### src/rtl/commit_ctrl_pkg.sv
// ============================================================================
// commit_ctrl_pkg : RoB head-type and commit-state encodings shared with RoB/RF
// Revision 1.0
// ============================================================================
`default_nettype none

package commit_ctrl_pkg;

   localparam int ROB_IDX_W_DEF = 4;
   localparam int XLEN_DEF      = 32;

   typedef enum logic [1:0] {
      ROB_T_REG    = 2'd0,
      ROB_T_STORE  = 2'd1,
      ROB_T_BRANCH = 2'd2,
      ROB_T_RSVD   = 2'd3
   } rob_type_e;

   typedef enum logic [1:0] {
      CS_COMMIT     = 2'd0,
      CS_STORE_WAIT = 2'd1,
      CS_FLUSH      = 2'd2,
      CS_CLEAR      = 2'd3
   } commit_state_e;

endpackage

`default_nettype wire

### src/rtl/commit_ctrl_if.sv
// ============================================================================
// commit_ctrl_if : RoB head / register-file / store / redirect bundle
// Revision 1.0
// ============================================================================
`default_nettype none

interface commit_ctrl_if #(
   parameter int ROB_IDX_W = commit_ctrl_pkg::ROB_IDX_W_DEF,
   parameter int XLEN      = commit_ctrl_pkg::XLEN_DEF
) ();

   logic                 head_valid;
   logic [ROB_IDX_W-1:0] head_tag;
   logic [1:0]           head_type;
   logic [4:0]           head_rd;
   logic [XLEN-1:0]      head_val;
   logic                 head_mispredict;
   logic [XLEN-1:0]      head_target;
   logic                 head_pop;

   logic [4:0]           rf_set_reg;
   logic [XLEN-1:0]      rf_set_val;
   logic [4:0]           rf_set_reg_q;
   logic [XLEN-1:0]      rf_set_val_q;

   logic                 st_req;
   logic                 st_ack;

   logic                 rob_clear;
   logic                 redirect_valid;
   logic [XLEN-1:0]      redirect_pc;
   logic [31:0]          commit_count;

   modport master (
      input  head_valid, head_tag, head_type, head_rd, head_val,
             head_mispredict, head_target, st_ack,
      output head_pop, rf_set_reg, rf_set_val, rf_set_reg_q, rf_set_val_q,
             st_req, rob_clear, redirect_valid, redirect_pc, commit_count
   );

   modport slave (
      output head_valid, head_tag, head_type, head_rd, head_val,
             head_mispredict, head_target, st_ack,
      input  head_pop, rf_set_reg, rf_set_val, rf_set_reg_q, rf_set_val_q,
             st_req, rob_clear, redirect_valid, redirect_pc, commit_count
   );

endinterface

`default_nettype wire

### src/rtl/commit_ctrl.sv
// ============================================================================
// commit_ctrl : in-order commit sequencer, RoB head -> register file / memory
// Revision 1.0
// ============================================================================
`default_nettype none

module commit_ctrl #(
   parameter int ROB_IDX_W = commit_ctrl_pkg::ROB_IDX_W_DEF,
   parameter int XLEN      = commit_ctrl_pkg::XLEN_DEF
) (
   input  wire logic     clk_in,
   input  wire logic     rst_in,
   input  wire logic     rdy_in,
   commit_ctrl_if.master bus
);

   import commit_ctrl_pkg::*;

   commit_state_e   state_q, state_d;
   logic            st_req_q, st_req_d;
   logic [XLEN-1:0] target_q, target_d;
   logic [4:0]      rf_reg_q, rf_reg_d;
   logic [XLEN-1:0] rf_val_q, rf_val_d;
   logic [4:0]      rel_reg_q, rel_reg_d;
   logic [XLEN-1:0] rel_val_q, rel_val_d;
   logic            clear_q, clear_d;
   logic            redir_valid_q, redir_valid_d;
   logic [XLEN-1:0] redir_pc_q, redir_pc_d;
   logic [31:0]     count_q, count_d;
   logic            pop;

   rob_type_e       htype;
   logic [XLEN-1:0] tag_ext;

   assign htype   = rob_type_e'(bus.head_type);
   assign tag_ext = {{(XLEN-ROB_IDX_W){1'b0}}, bus.head_tag};

   always_comb begin
      state_d       = state_q;
      st_req_d      = st_req_q;
      target_d      = target_q;
      rf_reg_d      = rf_reg_q;
      rf_val_d      = rf_val_q;
      rel_reg_d     = rel_reg_q;
      rel_val_d     = rel_val_q;
      clear_d       = clear_q;
      redir_valid_d = redir_valid_q;
      redir_pc_d    = redir_pc_q;
      count_d       = count_q;
      pop           = 1'b0;

      // rdy_in low freezes everything, including the one-cycle pulses
      if (rdy_in) begin
         rf_reg_d      = '0;
         rf_val_d      = '0;
         rel_reg_d     = '0;
         rel_val_d     = '0;
         clear_d       = 1'b0;
         redir_valid_d = 1'b0;
         redir_pc_d    = '0;

         case (state_q)
            CS_COMMIT: begin
               if (bus.head_valid) begin
                  if (htype == ROB_T_STORE) begin
                     st_req_d = 1'b1;
                     state_d  = CS_STORE_WAIT;
                  end else begin
                     pop       = 1'b1;
                     rf_reg_d  = bus.head_rd;
                     rel_reg_d = bus.head_rd;
                     rf_val_d  = bus.head_val;
                     rel_val_d = tag_ext;
                     if (htype == ROB_T_BRANCH && bus.head_mispredict) begin
                        target_d = bus.head_target;
                        state_d  = CS_FLUSH;
                     end
                  end
               end
            end
            CS_STORE_WAIT: begin
               if (bus.st_ack) begin
                  pop      = 1'b1;
                  st_req_d = 1'b0;
                  state_d  = CS_COMMIT;
               end
            end
            // flush is deferred one cycle so the link write is not dropped by the RF
            CS_FLUSH: begin
               clear_d       = 1'b1;
               redir_valid_d = 1'b1;
               redir_pc_d    = target_q;
               state_d       = CS_CLEAR;
            end
            CS_CLEAR: begin
               state_d = CS_COMMIT;
            end
            default: begin
               state_d = CS_COMMIT;
            end
         endcase

         if (pop) begin
            count_d = count_q + 32'd1;
         end
      end
   end

   always_ff @(posedge clk_in) begin
      if (rst_in) begin
         state_q       <= CS_COMMIT;
         st_req_q      <= 1'b0;
         target_q      <= '0;
         rf_reg_q      <= '0;
         rf_val_q      <= '0;
         rel_reg_q     <= '0;
         rel_val_q     <= '0;
         clear_q       <= 1'b0;
         redir_valid_q <= 1'b0;
         redir_pc_q    <= '0;
         count_q       <= '0;
      end else begin
         state_q       <= state_d;
         st_req_q      <= st_req_d;
         target_q      <= target_d;
         rf_reg_q      <= rf_reg_d;
         rf_val_q      <= rf_val_d;
         rel_reg_q     <= rel_reg_d;
         rel_val_q     <= rel_val_d;
         clear_q       <= clear_d;
         redir_valid_q <= redir_valid_d;
         redir_pc_q    <= redir_pc_d;
         count_q       <= count_d;
      end
   end

   assign bus.head_pop       = pop & ~rst_in;
   assign bus.rf_set_reg     = rf_reg_q;
   assign bus.rf_set_val     = rf_val_q;
   assign bus.rf_set_reg_q   = rel_reg_q;
   assign bus.rf_set_val_q   = rel_val_q;
   assign bus.st_req         = st_req_q;
   assign bus.rob_clear      = clear_q;
   assign bus.redirect_valid = redir_valid_q;
   assign bus.redirect_pc    = redir_pc_q;
   assign bus.commit_count   = count_q;

endmodule

`default_nettype wire

### src/flat_wrapper.sv
// flat-port wrapper written by rule: the top's interface ports become plain ports
module commit_ctrl_flat import commit_ctrl_pkg::*;
#(
   parameter int ROB_IDX_W = commit_ctrl_pkg::ROB_IDX_W_DEF,
   parameter int XLEN      = commit_ctrl_pkg::XLEN_DEF
)
  (clk_in, rst_in, rdy_in, bus_head_valid, bus_head_tag, bus_head_type, bus_head_rd, bus_head_val, bus_head_mispredict, bus_head_target, bus_st_ack, bus_head_pop, bus_rf_set_reg, bus_rf_set_val, bus_rf_set_reg_q, bus_rf_set_val_q, bus_st_req, bus_rob_clear, bus_redirect_valid, bus_redirect_pc, bus_commit_count);
  commit_ctrl_if #(.ROB_IDX_W(ROB_IDX_W), .XLEN(XLEN)) bus_i ();
  input  wire logic clk_in;
  input  wire logic rst_in;
  input  wire logic rdy_in;
  input wire logic [$bits(bus_i.head_valid)-1:0] bus_head_valid;
  input wire logic [$bits(bus_i.head_tag)-1:0] bus_head_tag;
  input wire logic [$bits(bus_i.head_type)-1:0] bus_head_type;
  input wire logic [$bits(bus_i.head_rd)-1:0] bus_head_rd;
  input wire logic [$bits(bus_i.head_val)-1:0] bus_head_val;
  input wire logic [$bits(bus_i.head_mispredict)-1:0] bus_head_mispredict;
  input wire logic [$bits(bus_i.head_target)-1:0] bus_head_target;
  input wire logic [$bits(bus_i.st_ack)-1:0] bus_st_ack;
  output wire logic [$bits(bus_i.head_pop)-1:0] bus_head_pop;
  output wire logic [$bits(bus_i.rf_set_reg)-1:0] bus_rf_set_reg;
  output wire logic [$bits(bus_i.rf_set_val)-1:0] bus_rf_set_val;
  output wire logic [$bits(bus_i.rf_set_reg_q)-1:0] bus_rf_set_reg_q;
  output wire logic [$bits(bus_i.rf_set_val_q)-1:0] bus_rf_set_val_q;
  output wire logic [$bits(bus_i.st_req)-1:0] bus_st_req;
  output wire logic [$bits(bus_i.rob_clear)-1:0] bus_rob_clear;
  output wire logic [$bits(bus_i.redirect_valid)-1:0] bus_redirect_valid;
  output wire logic [$bits(bus_i.redirect_pc)-1:0] bus_redirect_pc;
  output wire logic [$bits(bus_i.commit_count)-1:0] bus_commit_count;
  assign bus_i.head_valid = bus_head_valid;
  assign bus_i.head_tag = bus_head_tag;
  assign bus_i.head_type = bus_head_type;
  assign bus_i.head_rd = bus_head_rd;
  assign bus_i.head_val = bus_head_val;
  assign bus_i.head_mispredict = bus_head_mispredict;
  assign bus_i.head_target = bus_head_target;
  assign bus_i.st_ack = bus_st_ack;
  assign bus_head_pop = bus_i.head_pop;
  assign bus_rf_set_reg = bus_i.rf_set_reg;
  assign bus_rf_set_val = bus_i.rf_set_val;
  assign bus_rf_set_reg_q = bus_i.rf_set_reg_q;
  assign bus_rf_set_val_q = bus_i.rf_set_val_q;
  assign bus_st_req = bus_i.st_req;
  assign bus_rob_clear = bus_i.rob_clear;
  assign bus_redirect_valid = bus_i.redirect_valid;
  assign bus_redirect_pc = bus_i.redirect_pc;
  assign bus_commit_count = bus_i.commit_count;
  commit_ctrl #(.ROB_IDX_W(ROB_IDX_W), .XLEN(XLEN)) u_core (.clk_in(clk_in), .rst_in(rst_in), .rdy_in(rdy_in), .bus(bus_i));
endmodule
### config.mk
export PLATFORM = sky130hd
export DESIGN_NAME = commit_ctrl_flat
export DESIGN_NICKNAME = d
export VERILOG_FILES = /design/src/rtl/commit_ctrl_pkg.sv /design/src/rtl/commit_ctrl_if.sv /design/src/rtl/commit_ctrl.sv /design/src/flat_wrapper.sv
export SDC_FILE = /design/constraint.sdc
export NUM_CORES = 1
export LEC_CHECK = 0
export BUFFER_PORTS_ARGS = -buffer_cell sky130_fd_sc_hd__buf_2
export CAP_MARGIN = 20
export CORE_UTILIZATION = 35
export DETAILED_ROUTE_END_ITERATION = 12
export GPL_TIMING_DRIVEN = 0
export PLACE_DENSITY = 0.62
export SETUP_SLACK_MARGIN = 0.15
export SLEW_MARGIN = 20
export SYNTH_ARGS = -nofsm -noshare
export SYNTH_HDL_FRONTEND = slang
export SYNTH_SLANG_ARGS = --single-unit
export TNS_END_PERCENT = 30
### constraint.sdc
create_clock -name clk_in -period 4.3 [get_ports clk_in]
set_input_delay 0 -clock clk_in [delete_from_list [all_inputs] [get_ports clk_in]]
set_output_delay 0 -clock clk_in [all_outputs]
set_load 0.05 [all_outputs]
==> flow_summary.ini, run 1 <==
[floorplanning]
die_width_microns = 127
die_height_microns = 127
die_area_sq_um = 16200
initial_core_util = 0.360
rows = 45
pin_count = 223
core_sq_um = 15300

[yosys]
synth_edf_count = 0
synthArstFlopShare = 0
yosysSeqAreaShare = 0.514
ys_warn_count = 0
synth_seq_cells = 141
synth_flop_cell = dfxtp_1
synth.distinct_cells = 39
synthCells = 589
syn_avg_cell_area_sq_um = 9.31
syn_area_sq_um = 5490

[layout]
nets = 984
syn_to_final_growth_pct = 47.7
instances_no_fill = 1125
drive_gt1_frac = 0.290
final_common_cell = buf_2
diodes = 0
layout_common_cells = 196 x buf_2, 141 x dfxtp_1, 140 x nor2_1, 74 x dlygate4sd3_1, 73 x a22oi_1

[clock_network]
numCtsBuffers = 17
cts_buffer_depth = 2
root_buffer = clkbuf_16
cts_tree = done
cts_max_level = 4
worstSkewPairLatency_ps = 420
clock_sinks = 141
clk_pin_slew_worst_paths_ps = 60

[timing]
fmax_ghz = 0.409
hold_violations = 0
setup_viol = 0
final.setup_skew_ps = 9.58
tns_ps = 0
fin_crit_sh = 0.568
worst_slew_pin_slew_ps = 929
hold_ws_ps = 38.7
period_needed_ps = 2440
relSlewSlack = 0.378
rsz0062_at_grt = no
slew_viol_final = 0

[critical_path]
crit_cells = 5
slowest_stage = nor3_2
cp_num_buf_inv = 1
cp-startpoint = u_core.state_q[1]
crit_end = bus_head_pop
worstPathArrival_ps = 2440
r2r_start = u_core.state_q[1]
rrSetupSlack_ps = 1870
required_ps = 4300
reg2reg_depth = 7
crit_family = simple AND/OR/NAND/NOR gates
crit_fanout = 9
crit_type = register to output pin
timing.rr.end = u_core.target_q[3]
slowest_delay_ps = 770
start_kind = register
end_kind = output pin
cp_cell_sequence = nand2b_1, nor3_2, nor2_1, nor2_1, buf_2
cpMostUsedCell = nor2_1

[min_path]
holdCritPathClass = input port to register
hold_start = bus_head_type[1]

[outcome]
status = finished clean

[grt]
grt_pass1_vias = 5199
grt_max_degree = 17
grt_pass1_wl_microns = 26100
antenna_found_initial = 0
grt_usage = 0.207
overflow = 0

[pwr]
peakVddDrop_uv = 271
p_leak_nw = 3.78
powerDensity_nw_per_um2 = 376

[flow_run]
drv_cap = 0

[route]
drc = 0
drt_first_pass_iters = 4
wl_microns = 16200
routedWlPerCell_microns = 14.4
vias_per_cell = 4.64
via_count = 5223
antenna_left = 0
drtIter0Drc = 239

[placed_design]
numPortBuffers = 193
dp_hpwl_microns = 10900
dp_cells = 1020
gp_congestion = 0.748
worst register-to-register path, cell delays in order (launching register included):
cell      delay (ps)
dfxtp_1          370
nand2b_1         190
nor3_2           770
nand4b_1         170
clkbuf_1         260
buf_2            300
mux2i_1          190
nor2_1            50
cell usage after synthesis, types with 2 or more instances:
master | number | area (sq um)
mux2i_1 | 32 | 320
o21a_1 | 2 | 15.0
nor2b_1 | 3 | 18.8
and4_1 | 4 | 35.0
dfxtp_1 | 141 | 2820
nor3_1 | 5 | 25.0
nor4b_1 | 5 | 43.8
nand4_1 | 8 | 50.1
buf_4 | 34 | 255
or4_1 | 4 | 30.0
or3_1 | 3 | 18.8
nor4_1 | 13 | 81.3
clkbuf_1 | 37 | 139
and3_1 | 2 | 12.5
xnor2_1 | 22 | 193
o21ai_0 | 6 | 30.0
a22oi_1 | 73 | 548
nand2_1 | 18 | 67.6
nor2_1 | 140 | 526
buf_2 | 3 | 15.0
nand3_1 | 5 | 25.0
xor2_1 | 3 | 26.3
inv_1 | 3 | 11.3
a21oi_1 | 8 | 40.0
cell families (layout without fill, tap and decap cells):
kind of cell | Yosys count | after routing | share of synthesized area
xor gates and xnor gates | 25 | 25 | 0.0399
other | 1 | 28 | 0.000683
AOI/OAI and AO/OA | 91 | 91 | 0.118
DFF | 141 | 141 | 0.514
buffers and inverters | 78 | 376 | 0.0787
adders and majority gates | 1 | 1 | 0.00228
and+or+nand+nor | 219 | 219 | 0.185
muxes | 33 | 33 | 0.0604
flip-flops by register name, summed over array words and instances, names as in the netlist:
| name | count |
|---|---|
| u_core.bus.rf_set_val | 32 |
| u_core.target_q | 32 |
| u_core.bus.rob_clear | 1 |
| u_core.bus.st_req | 1 |
| u_core.bus.commit_count | 32 |
| u_core.bus.rf_set_reg_q | 5 |
| u_core.bus.rf_set_val_q | 4 |
| u_core.bus.redirect_pc | 32 |
| u_core.state_q | 2 |
report_power, final:
| part | switching, W | total [W] | internal [W] | leakage [nW] |
|---|---|---|---|---|
| clock | 0.000554 | 0.00136 | 0.000806 | 0.259 |
| combinational | 0.000220 | 0.000349 | 0.000130 | 2.38 |
| sequential | 0.0000124 | 0.00134 | 0.00133 | 1.14 |
timing repair:
item / in CTS / in global routing
buffers inserted: 0 / 0
gates resized for setup: 0 / 0
hold buffers: 74 / 0
endpoints found under the hold margin: 74 / 0
metrics by stage:
stage / cell area (sq um) / util / power [W] / worst slack (ps)
after global placement: 6820 / 0.447 / 0.00166 / 1810
after floorplan: 5590 / - / 0.00157 / 2130
final: 8100 / 0.531 / 0.00305 / 1860
after CTS: 8100 / 0.531 / 0.00307 / 1760
after detailed placement: 6820 / 0.447 / 0.00166 / 1830
after global routing: 8100 / 0.531 / 0.00316 / 1660
worst min-delay path by stage:
stage,end,slack (ps),cells after the start
2_1_floorplan,u_core.target_q[0],140,2
3_3_place_gp,u_core.target_q[9],230,3
3_5_place_dp,u_core.target_q[21],240,3
4_1_cts,u_core.state_q[0],20,5
5_1_grt,u_core.state_q[0],90,5
6_report,u_core.state_q[0],40,5
layer usage:
metal | track usage | part of all wire | up-vias
li1 | - | - | 2615
met1 | 0.243 | 0.43 | 2401
met2 | 0.354 | 0.49 | 191
met3 | 0.0683 | 0.068 | 16
met4 | 0.0728 | 0.012 | 0
met5 | 0 | 0 | -
layout make-up:
| type | count | area (sq um) |
|---|---|---|
| clock buffers | 21 | 450 |
| multi-input cells | 397 | 2330 |
| flip-flops and latches | 141 | 2820 |
| inverters | 3 | 11.3 |
| fillers | 1426 | 7160 |
| clock inverters | 10 | 93.8 |
| well taps | 211 | 264 |
| repair buffers | 267 | 1710 |
| plain buffers | 75 | 420 |
Note: power is estimated with default switching activity, not from simulation.
==> run 2, diff against run 1 <==
- ABC_AREA: not set -> 1
- PLACE_DENSITY: 0.62 -> 0.63
- clock period: 4.3 -> 2.1 ns (I/O delays scaled with it)
==> flow_summary.ini, run 2 <==
[outcome]
status = finished clean

[timing]
worst_slew_pin_slew_ps = 669
fin_crit_sh = 0.866
slew_viol_final = 0
relSlewSlack = 0.554
hold_violations = 0
final.setup_skew_ps = 8.15
setup_viol = 0
rsz0062_at_grt = no
tns_ps = 0
fmax_ghz = 0.550
period_needed_ps = 1820

[yosys]
ys_warn_count = 0
yosysSeqAreaShare = 0.467
synthArstFlopShare = 0
synth.largest_area_cell = dfxtp_1
synth_edf_count = 0
syn_area_sq_um = 6050
syn_avg_cell_area_sq_um = 7.36
synth_seq_cells = 141
synth.distinct_cells = 36
synthCells = 822
synthTopCellsByCount = 198 x nand2_1, 141 x dfxtp_1, 120 x nor2_1
ys_top_cells_by_area = dfxtp_1 47%, nand2_1 12%, nor2_1 7.4%
synth_flop_cell = dfxtp_1
yosys.area.top_type_share = 0.467
synth.most_common_cell = nand2_1

[route]
wl_met1_microns = 8130
wl_met3_microns = 1010
maxUsedRoutingLayer = met4
wl_met2_microns = 8290
vias_per_cell = 4.46
drc = 0
drtIter0Drc = 235
antenna_left = 0
wl_microns = 17800
drt_first_pass_iters = 4
via_count = 6096
routedWlPerCell_microns = 13.0

[min_path]
whs_path_depth = 5
hold_start = bus_head_type[0]
holdCritPathClass = input port to register
hold_path_end = u_core.state_q[0]

[critical_path]
worstPathArrival_ps = 1820
cp-startpoint = u_core.state_q[0]
end_kind = output pin
crit_fanout = 10
required_ps = 2100
r2r_start = u_core.bus.commit_count[0]
start_kind = register
timing.rr.end = u_core.bus.commit_count[30]
reg2reg_depth = 8
rrSetupSlack_ps = 360
crit_type = register to output pin

[grt]
grt_max_degree = 17
grt_usage = 0.201
antenna_found_initial = 0
grt_pass1_vias = 5457
overflow = 0
grt_pass1_wl_microns = 27800

[placed_design]
dp_hpwl_microns = 12500
dp_cells = 1261
gp_congestion = 0.812
numPortBuffers = 192

[clock_network]
root_buffer = clkbuf_16
numCtsBuffers = 17
cts_setup_buffers = 0
cts_tree = done
worstSkewPairLatency_ps = 420
cts_buffer_depth = 2
clock_sinks = 141
cts_max_level = 4
clk_pin_slew_worst_paths_ps = 60

[floorplanning]
initial_core_util = 0.362
die_area_sq_um = 17800
rows = 47
pin_count = 223
die_height_microns = 133
die_width_microns = 133
core_sq_um = 16700

[layout]
layout.area.seq_sq_um = 2820
diodes = 0
layout_common_cells = 210 x buf_2, 198 x nand2_1, 141 x dfxtp_1, 120 x nor2_1, 88 x a21oi_1
nets = 1217
syn_to_final_growth_pct = 44.6
instances_no_fill = 1366
drive_gt1_frac = 0.275
multi_input_area_sq_um = 2640
final_common_cell = buf_2
fill_cells = 1663

[pwr]
peakVddDrop_uv = 552
p_leak_nw = 3.97
powerDensity_nw_per_um2 = 766

[flow_run]
drv_cap = 0
-- run 2: cell count changes after synthesis, sizes merged, moves of 5 or more --
cell / delta
mux2i: -32
clkbuf: -23
xnor2: -21
buf: +26
a21oi: +81
nor4b: -5
o21ai: +37
nand3: +45
nor2: -11
inv: +48
nor4: -13
a22oi: -73
nand2: +184
-- run 2: timing repair --
action | CTS | global route
hold buffers | 75 | 0
endpoints found under the hold margin | 77 | 0
gates resized for setup | 0 | 4
setup endpoints to repair | 0 | 1
-- run 2: metal layers --
metal / global-route usage / vias up
met5: 0 / -
met4: 0.0764 / 0
met3: 0.0457 / 25
met2: 0.328 / 173
met1: 0.257 / 2698
li1: - / 3200
-- run 2: where the power goes --
part | internal (W) | switching (W)
registers | 0.00273 | 0.0000304
logic | 0.000313 | 0.000561
clock network | 0.00191 | 0.00115
-- run 2: worst max-delay path by stage --
stage	to	slack, ps	cells past startpoint
after floorplan	u_core.bus.commit_count[28]	230	10
after global placement	u_core.bus.commit_count[30]	400	8
after detailed placement	u_core.bus.commit_count[30]	390	8
after CTS	bus_head_pop	180	9
after global routing	bus_head_pop	170	9
final	bus_head_pop	280	9
-- run 2: cell type report --
cell class / count / share of cell area
inverters: 51 / 0.0219
flip-flops and latches: 141 / 0.323
repair buffers: 267 / 0.196
clock inverters: 11 / 0.0165
clock buffers: 19 / 0.0518
plain buffers: 78 / 0.0570
well taps: 220 / 0.0315
multi-input cells: 579 / 0.302
-- run 2: cell families (layout without fill, tap and decap cells) --
group	count (synthesis)	in the layout	synth area share
xor+xnor	4	4	0.00579
buf+inv	129	426	0.113
fa+ha+maj	1	1	0.00207
flops	141	141	0.467
compound gates	137	137	0.116
other cells	1	28	0.000620
simple gates	409	409	0.295
-- run 2: critical path: stages (launching register included) --
cell and delay (ps):
dfxtp_1 300, buf_6 130, nor2_4 110, nand3_4 100, nand2_4 110, buf_12 150
buf_8 130, inv_2 50, nor2_1 130, buf_6 180
-- run 2: per-stage QoR --
| stage | setup WS (ps) | utilization | hold WS, ps | area [sq um] | total power [W] |
|---|---|---|---|---|---|
| 3_5_place_dp | 386 | 0.442 | 243 | 7380 | 0.00357 |
| 3_3_place_gp | 399 | 0.442 | 237 | 7380 | 0.00357 |
| 5_1_grt | 165 | 0.524 | 116 | 8740 | 0.00694 |
| 6_report | 281 | 0.524 | 73.5 | 8740 | 0.00670 |
| 2_1_floorplan | 230 | - | 143 | 6150 | 0.00336 |
| 4_1_cts | 176 | 0.523 | 59.7 | 8730 | 0.00676 |
==> run 3, diff against run 2 <==
- CAP_MARGIN: 20 -> 0
- CTS_CLUSTER_DIAMETER: not set -> 200
- PLACE_DENSITY: 0.63 -> not set
- PLACE_DENSITY_LB_ADDON: not set -> 0.08
==> flow_summary.ini, run 3 (same netlist as run 2, synthesis figures left out) <==
[clock_network]
clk_pin_slew_worst_paths_ps = 50
cts_tree = done
cts_setup_buffers = 0
worstSkewPairLatency_ps = 420
numCtsBuffers = 17
clock_sinks = 141
cts_buffer_depth = 2
root_buffer = clkbuf_16
cts_max_level = 4

[placed_design]
gp_congestion = 0.804
dp_hpwl_microns = 12700
numPortBuffers = 192

[layout]
diodes = 0
nets = 1216
final_common_cell = buf_2
layout_common_cells = 210 x buf_2, 198 x nand2_1, 141 x dfxtp_1, 120 x nor2_1, 88 x a21oi_1
syn_to_final_growth_pct = 42.9
drive_gt1_frac = 0.272

[pwr]
p_leak_nw = 3.93
powerDensity_nw_per_um2 = 726
peakVddDrop_uv = 584

[floorplanning]
die_height_microns = 133
initial_core_util = 0.362
core_sq_um = 16700
pin_count = 223
die_width_microns = 133
rows = 47
die_area_sq_um = 17800

[critical_path]
timing.rr.end = u_core.bus.commit_count[26]
crit_type = register to output pin
end_kind = output pin
slowest_delay_ps = 300
reg2reg_depth = 8
required_ps = 2100
crit_fanout = 10
crit_cells = 9
r2r_start = u_core.bus.commit_count[0]
cp_num_buf_inv = 5
start_kind = register
cp_cell_sequence = buf_6, nor2_4, nand3_4, nand2_4, buf_8, buf_8, inv_2, nor2_1, clkbuf_4
crit_family = buffers and inverters
cpMostUsedCell = buf_8
worstPathArrival_ps = 1860
rrSetupSlack_ps = 380
slowest_stage = dfxtp_1

[grt]
grt_pass1_wl_microns = 28400
grt_max_degree = 17
antenna_found_initial = 0
grt_usage = 0.203
overflow = 0
grt_pass1_vias = 5664

[timing]
final.setup_skew_ps = 8.87
relSlewSlack = 0.558
worst_slew_pin_slew_ps = 664
period_needed_ps = 1860
slew_viol_final = 0
hold_ws_ps = 3.83
rsz0062_at_grt = no
fmax_ghz = 0.538
setup_viol = 0
hold_violations = 0
tns_ps = 0
fin_crit_sh = 0.886

[min_path]
holdCritPathClass = input port to register
hold_start = bus_st_ack
whs_path_depth = 4
hold_path_end = u_core.bus.st_req

[route]
antenna_left = 0
drt_first_pass_iters = 5
wl_met2_microns = 8330
routedWlPerCell_microns = 13.1
wl_microns = 17900
wl_met1_microns = 8220
via_count = 6096
vias_per_cell = 4.47
wl_met3_microns = 1110
drtIter0Drc = 257
maxUsedRoutingLayer = met4
drc = 0

[outcome]
status = finished clean

[flow_run]
drv_cap = 0
==> run 3: changes by cell type in the layout (fill, tap and decap cells not counted), sizes merged <==
cell / change
clkinvlp: -1
dlygate4sd3: -1
clkbuf: +5
buf: -1
bufinv: -3
==> run 3: power breakdown <==
part / internal (W) / total (W) / switching, W / leakage, nW
registers: 0.00273 / 0.00276 / 0.0000296 / 1.14
logic: 0.000309 / 0.000868 / 0.000559 / 2.54
clock network: 0.00155 / 0.00265 / 0.00110 / 0.245
==> run 3: area by class of cell <==
type                            instances  area, sq um
Fill cell                            1709         8060
Sequential cell                       141         2820
Multi-Input combinational cell        579         2640
Timing Repair Buffer                  266         1700
Buffer                                 78          493
Clock buffer                           23          468
Tap cell                              220          275
Inverter                               51          191
Clock inverter                          7         42.5
==> run 3: worst min-delay path, stage by stage <==
cell     delay [ps]
buf_2           110
nand4_2         140
nand2_1          80
a21oi_1          40
==> run 3: repair_timing <==
item	CTS	global route
endpoints found under the hold margin	76	0
resized for setup	0	1
setup endpoints to repair	0	1
hold buffers	74	0
==> run 3: worst max path at each step <==
| stage | from | end | slack [ps] |
|---|---|---|---|
| final | u_core.state_q[0] | bus_head_pop | 240 |
| after detailed placement | u_core.bus.commit_count[0] | u_core.bus.commit_count[30] | 370 |
| after global routing | u_core.state_q[0] | bus_head_pop | 160 |
| after floorplan | u_core.bus.commit_count[0] | u_core.bus.commit_count[28] | 230 |
| after global placement | u_core.bus.commit_count[0] | u_core.bus.commit_count[30] | 360 |
| after CTS | u_core.state_q[0] | bus_head_pop | 190 |
==> run 3: metal layers <==
metal / vias up / track usage
met1: 2694 / 0.262
met5: - / 0
met2: 185 / 0.333
met4: 0 / 0.0606
li1: 3199 / -
met3: 18 / 0.0510
==> run 3: per-stage QoR <==
stage / total power [W] / utilization / instance area [sq um] / std cells / worst slack, ps
after CTS: 0.00633 / 0.517 / 8640 / 1365 / 191
after global placement: 0.00357 / 0.442 / 7380 / 1261 / 360
after detailed placement: 0.00357 / 0.442 / 7380 / 1261 / 368
after global routing: 0.00652 / 0.517 / 8640 / 1365 / 156
final: 0.00627 / 0.517 / 8640 / 1365 / 240
after floorplan: 0.00336 / - / 6150 / 849 / 230
